$ cat config.mk
export PLATFORM = sky130hd
export DESIGN_NAME = kcpsmx_regfile_arbiter
export DESIGN_NICKNAME = d
export VERILOG_FILES = /design/src/rtl/kcpsmx_regfile_arbiter_pkg.sv /design/src/rtl/kcpsmx_regfile_arbiter.sv
export SDC_FILE = /design/constraint.sdc
export NUM_CORES = 1
export LEC_CHECK = 0
export CAP_MARGIN = 20
export CORE_MARGIN = 2
export CORE_UTILIZATION = 37
export DETAILED_ROUTE_END_ITERATION = 12
export PLACE_DENSITY = 0.88
export SLEW_MARGIN = 20
export SYNTH_ARGS = -nofsm -noshare
export SYNTH_HDL_FRONTEND = slang
export SYNTH_SLANG_ARGS = --single-unit
$ cat constraint.sdc
create_clock -name clk -period 2.3 [get_ports clk]
set_input_delay 0.46 -clock clk [delete_from_list [all_inputs] [get_ports clk]]
set_output_delay 0.46 -clock clk [all_outputs]
set_load 0.02 [all_outputs]
$ cat src/rtl/kcpsmx_regfile_arbiter_pkg.sv
// Shared types and constants for the KCPSMX register-file arbiter.
// Register file geometry: 16 entries (4-bit address) of 8 bits.
package kcpsmx_regfile_arbiter_pkg;

  localparam int REGISTER_DEPTH      = 4;
  localparam int REGISTER_WIDTH      = 8;
  localparam int RF_STARVE_LIMIT_DEF = 8;

  typedef enum logic [1:0] {
    RFA_IDLE,
    RFA_PEND,
    RFA_STALL,
    RFA_ACK
  } rf_arb_state_t;

  // Debug operation captured at accept time.
  typedef struct packed {
    logic                      we;
    logic [REGISTER_DEPTH-1:0] addr;
    logic [REGISTER_WIDTH-1:0] wdata;
  } rf_dbg_op_t;

  // A write needs the write port idle; a read needs the Y read port idle.
  function automatic logic rfa_slot_free(input logic op_we,
                                         input logic pipe_we,
                                         input logic pipe_y_use);
    return op_we ? !pipe_we : !pipe_y_use;
  endfunction

endpackage

$ cat src/rtl/kcpsmx_regfile_arbiter.sv
// Shares the KCPSMX register file write port and Y read port between the pipeline and a debug port.
// Define KCPSMX_RF_STARVE_EN to enable the starvation counter and the one-cycle forced pipe_stall.
module kcpsmx_regfile_arbiter
  import kcpsmx_regfile_arbiter_pkg::*;
#(
  parameter int STARVE_LIMIT = RF_STARVE_LIMIT_DEF
) (
  input  logic                      clk,
  input  logic                      reset,
  input  logic                      pipe_we,
  input  logic [REGISTER_DEPTH-1:0] pipe_w_addr,
  input  logic [REGISTER_WIDTH-1:0] pipe_w_data,
  input  logic [REGISTER_DEPTH-1:0] pipe_x_addr,
  input  logic [REGISTER_DEPTH-1:0] pipe_y_addr,
  input  logic                      pipe_y_use,
  output logic                      pipe_stall,
  input  logic                      dbg_req,
  input  logic                      dbg_we,
  input  logic [REGISTER_DEPTH-1:0] dbg_addr,
  input  logic [REGISTER_WIDTH-1:0] dbg_wdata,
  output logic                      dbg_ready,
  output logic                      dbg_ack,
  output logic [REGISTER_WIDTH-1:0] dbg_rdata,
  output logic                      rf_we,
  output logic [REGISTER_DEPTH-1:0] rf_w_addr,
  output logic [REGISTER_WIDTH-1:0] rf_w_data,
  output logic [REGISTER_DEPTH-1:0] rf_x_addr,
  output logic [REGISTER_DEPTH-1:0] rf_y_addr,
  input  logic [REGISTER_WIDTH-1:0] rf_y_data
);

  // A starvation limit below one is meaningless; this block marks the illegal range.
  if (STARVE_LIMIT < 1) begin : g_illegal_starve_limit
  end

  rf_arb_state_t state;
  rf_dbg_op_t    op;
  logic          slot_free;
  logic          grant;
  logic          dbg_wr_grant;
  logic          dbg_rd_grant;

`ifdef KCPSMX_RF_STARVE_EN
  localparam int CW = (STARVE_LIMIT > 1) ? $clog2(STARVE_LIMIT) : 1;
  localparam logic [CW-1:0] CNT_LAST = CW'(STARVE_LIMIT - 1);

  logic [CW-1:0] starve_cnt;
  logic          stall_reg;

  assign pipe_stall = stall_reg;
`else
  assign pipe_stall = 1'b0;
`endif

  assign slot_free    = rfa_slot_free(op.we, pipe_we, pipe_y_use);
  assign grant        = ((state == RFA_PEND) || (state == RFA_STALL)) && slot_free;
  assign dbg_wr_grant = grant && op.we;
  assign dbg_rd_grant = grant && !op.we;
  assign dbg_ready    = (state == RFA_IDLE);

  // A debug write is only granted when pipe_we is low, so the pipeline always wins the port.
  assign rf_x_addr = pipe_x_addr;
  assign rf_we     = pipe_we || dbg_wr_grant;
  assign rf_w_addr = dbg_wr_grant ? op.addr  : pipe_w_addr;
  assign rf_w_data = dbg_wr_grant ? op.wdata : pipe_w_data;
  assign rf_y_addr = dbg_rd_grant ? op.addr  : pipe_y_addr;

  always_ff @(posedge clk or negedge reset) begin
    if (!reset) begin
      state     <= RFA_IDLE;
      op        <= '0;
      dbg_ack   <= 1'b0;
      dbg_rdata <= '0;
`ifdef KCPSMX_RF_STARVE_EN
      starve_cnt <= '0;
      stall_reg  <= 1'b0;
`endif
    end else begin
      dbg_ack <= 1'b0;
      case (state)
        RFA_IDLE: begin
          if (dbg_req) begin
            state    <= RFA_PEND;
            op.we    <= dbg_we;
            op.addr  <= dbg_addr;
            op.wdata <= dbg_wdata;
`ifdef KCPSMX_RF_STARVE_EN
            starve_cnt <= '0;
`endif
          end
        end
        RFA_PEND, RFA_STALL: begin
          if (slot_free) begin
            state   <= RFA_ACK;
            dbg_ack <= 1'b1;
            if (!op.we) begin
              dbg_rdata <= rf_y_data;
            end
`ifdef KCPSMX_RF_STARVE_EN
            stall_reg <= 1'b0;
          end else if (state == RFA_PEND) begin
            // STALL persists while the pipeline ignores pipe_stall and keeps the slot busy.
            if (starve_cnt == CNT_LAST) begin
              state     <= RFA_STALL;
              stall_reg <= 1'b1;
            end else begin
              starve_cnt <= starve_cnt + CW'(1);
            end
`endif
          end
        end
        RFA_ACK: begin
          state <= RFA_IDLE;
        end
        default: begin
          state <= RFA_IDLE;
        end
      endcase
    end
  end

endmodule

==> impl_metrics.yaml <==
logic_synthesis:
  post-synth-top-count-cell: "dfrtp_1"
  synthArstFlopShare: 1.00
  yosysTopAreaCell: "dfrtp_1"
  synth_edf_count: 0
  synth_area_leaders: "dfrtp_1 46%, mux2_4 22%, mux2_2 16%"
  synthCells: 86
  ys_warn_count: 0
  postSynthAreaPerCell_um2: 15.1
  synth_nets: 134
  synthDistinctLibCells: 19
  syn-cell-area_um2: 1290
  synth_top_flop_cell: "dfrtp_1"
  yosysSeqAreaShare: 0.464
  synth_top_area_share: 0.464
  synth_commonest_cells: "24 x dfrtp_1, 19 x mux2_4, 18 x mux2_2"
  synth-seq-cells: 24
cts:
  cts_made_buffers: 3
  clk_latency_ns: 0.31
  cts_sinks: 24
  root_buffer: "clkbuf_4"
  path_clk_slew_ns: 0.13
  cts_buffer_depth: 2
  h-tree-depth: 1
  cts_tree: "yes"
  ctsHoldBuffers: 0
hold_path:
  hp-class: "input pin to asynchronous set/reset pin"
setup_path:
  path_max_fanout: 5
  worst_setup_path_start_kind: "flop"
  critPathKind: "flop to primary output"
  worst_setup_path_end_kind: "primary output"
  crit_arrival_ns: 1.85
  worst_ep_required_time_ns: 1.84
timing:
  max_slew.worst_pin.slew_ns: 0.549
  setup_ws_ns: -0.00961
  hold_viol_final: 0
  relSlewSlack: 0.633
  drv_slew: 0
  rsz0062_at_grt: "true"
  post-route-period-util: 1.00
  fin_hold_ws_ns: 0.507
  setup_violations: 4
  clock_skew_ns: 0.00105
  fin_tns_setup_ns: -0.0218
  fmax_ghz: 0.433
  period_needed_ns: 2.31
detailed_routing:
  wirelength_um: 3430
  remaining_drc_errors: 0
  ant_nets: 0
  vias_per_cell: 4.67
  wire_per_inst_um: 16.5
  via_count: 971
  drt_iter0_markers: 35
  first_pass_iters: 4
global_routing:
  track_usage: 0.177
  grt_max_degree: 25
  grt-ovfl-total: 0
  grt_pass1_wl_um: 5410
  grt_pass1_vias: 1111
  antenna_found_initial: 0
die:
  fp.dieW_um: 63.2
  initial_core_util: 0.388
  die_height_um: 63.2
  pin_count: 78
  core-area_um2: 3340
  rows: 21
  die_area_um2: 3990
cells_and_area:
  drive_gt1_frac: 0.457
  post-route-util: 0.642
  syn_to_final_growth_pct: 65.5
  diodes: 0
  nets: 211
power:
  leakagePower_nw: 0.993
  peakVddDrop_mv: 0.539
  powerDensity_nw_per_um2: 1230
place:
  gp_congestion: 0.694
  post-place-ws_ns: -0.384
  dp_hpwl_um: 2480
  io_buffers: 68
status:
  status: "complete, but fails checks"
  violations: "negative setup slack"
job:
  maxCapViolCount: 0
[kinds of logic after synthesis]
family | synth area share
mux | 0.392
flops | 0.464
buf+inv | 0.0589
simple gates | 0.0502
compound gates | 0.0126
fa+ha+maj | 0.0193
other cells | 0.00290
[registers in the layout, indices dropped and copies added, names as in the netlist]
register   count
op            13
dbg_ack        1
state          2
dbg_rdata      8
[stage by stage]
stage | std cells | cell area, µm² | total power (W)
floorplan | 86 | 1290 | 0.00166
global placement | 197 | 2010 | 0.00214
detailed placement | 197 | 2010 | 0.00220
CTS | 206 | 2100 | 0.00254
global route | 208 | 2140 | 0.00279
finish | 208 | 2140 | 0.00264
[power by group]
group | internal (W) | leakage, nW | total, W | switching (W)
registers | 0.000636 | 0.284 | 0.000783 | 0.000147
logic | 0.000970 | 0.688 | 0.00163 | 0.000664
clock network | 0.0000967 | 0.0210 | 0.000222 | 0.000125
total | 0.00170 | 0.993 | 0.00264 | 0.000936
[worst max-delay path, stage by stage (launching register included)]
cell     delay [ns]
dfrtp_1        0.39
inv_2          0.06
ha_4           0.32
inv_4          0.05
nor3_4         0.14
buf_12         0.14
mux2_4         0.30
buf_6          0.13
[cell type report]
cell class                 count  area (µm²)
fill                         246        1190
timing repair buffer          79         781
multi-input combinational     52         654
sequential                    24         601
tap                           46        57.6
clock buffer                   4        36.3
inverter                       3        13.8
[layout by cell type, fill, tap and decap left out]
cell type and count:
clkdlybuf4s50_1 51, dfrtp_1 24, mux2_4 20, mux2_2 17, buf_6 12, buf_4 8
buf_2 5, clkbuf_4 3, nand3b_4 2, mux2i_1 2, nor2b_1 2, buf_12 2
inv_2 1, inv_4 1, nor3_4 1, nand2b_1 1, and2_1 1, inv_1 1
nand2_1 1, o22a_1 1, o21bai_1 1, ha_4 1, ha_1 1, conb_1 1
clkbuf_8 1, clkdlybuf4s15_1 1
[worst paths after layout]
kind,startpoint,end,slack (ns),depth (start not counted)
setup reg to reg,state[0]$_DFFE_PN0P_,dbg_rdata[4]$_DFFE_PN0P_,0.45,8
setup / recovery,state[0]$_DFFE_PN0P_,rf_y_addr[2],-0.01,7
hold reg to reg,dbg_rdata[3]$_DFFE_PN0P_,dbg_rdata[3]$_DFFE_PN0P_,0.53,1
max in group asynchronous,reset,op[3]$_DFFE_PN0P_,1.55,2
hold / removal,reset,op[2]$_DFFE_PN0P_,0.51,2
min in group clk,dbg_rdata[3]$_DFFE_PN0P_,dbg_rdata[3]$_DFFE_PN0P_,0.53,1
[routing by layer]
metal	vias up	wire length (µm)	track usage
met5	-	0	0
met2	56	1690	0.322
met3	4	325	0.0661
met4	0	31	0.0528
met1	462	1380	0.189
li1	449	-	-
[what timing repair did]
item                                    CTS  global route
hold endpoints to repair                  0             0
pin swaps                                 2             2
endpoints found under the setup margin   17            12
gates cloned                              1             0
setup buffers                             4             2
gates resized for setup                  73            22
No activity file was read; power rests on OpenSTA's default activity.
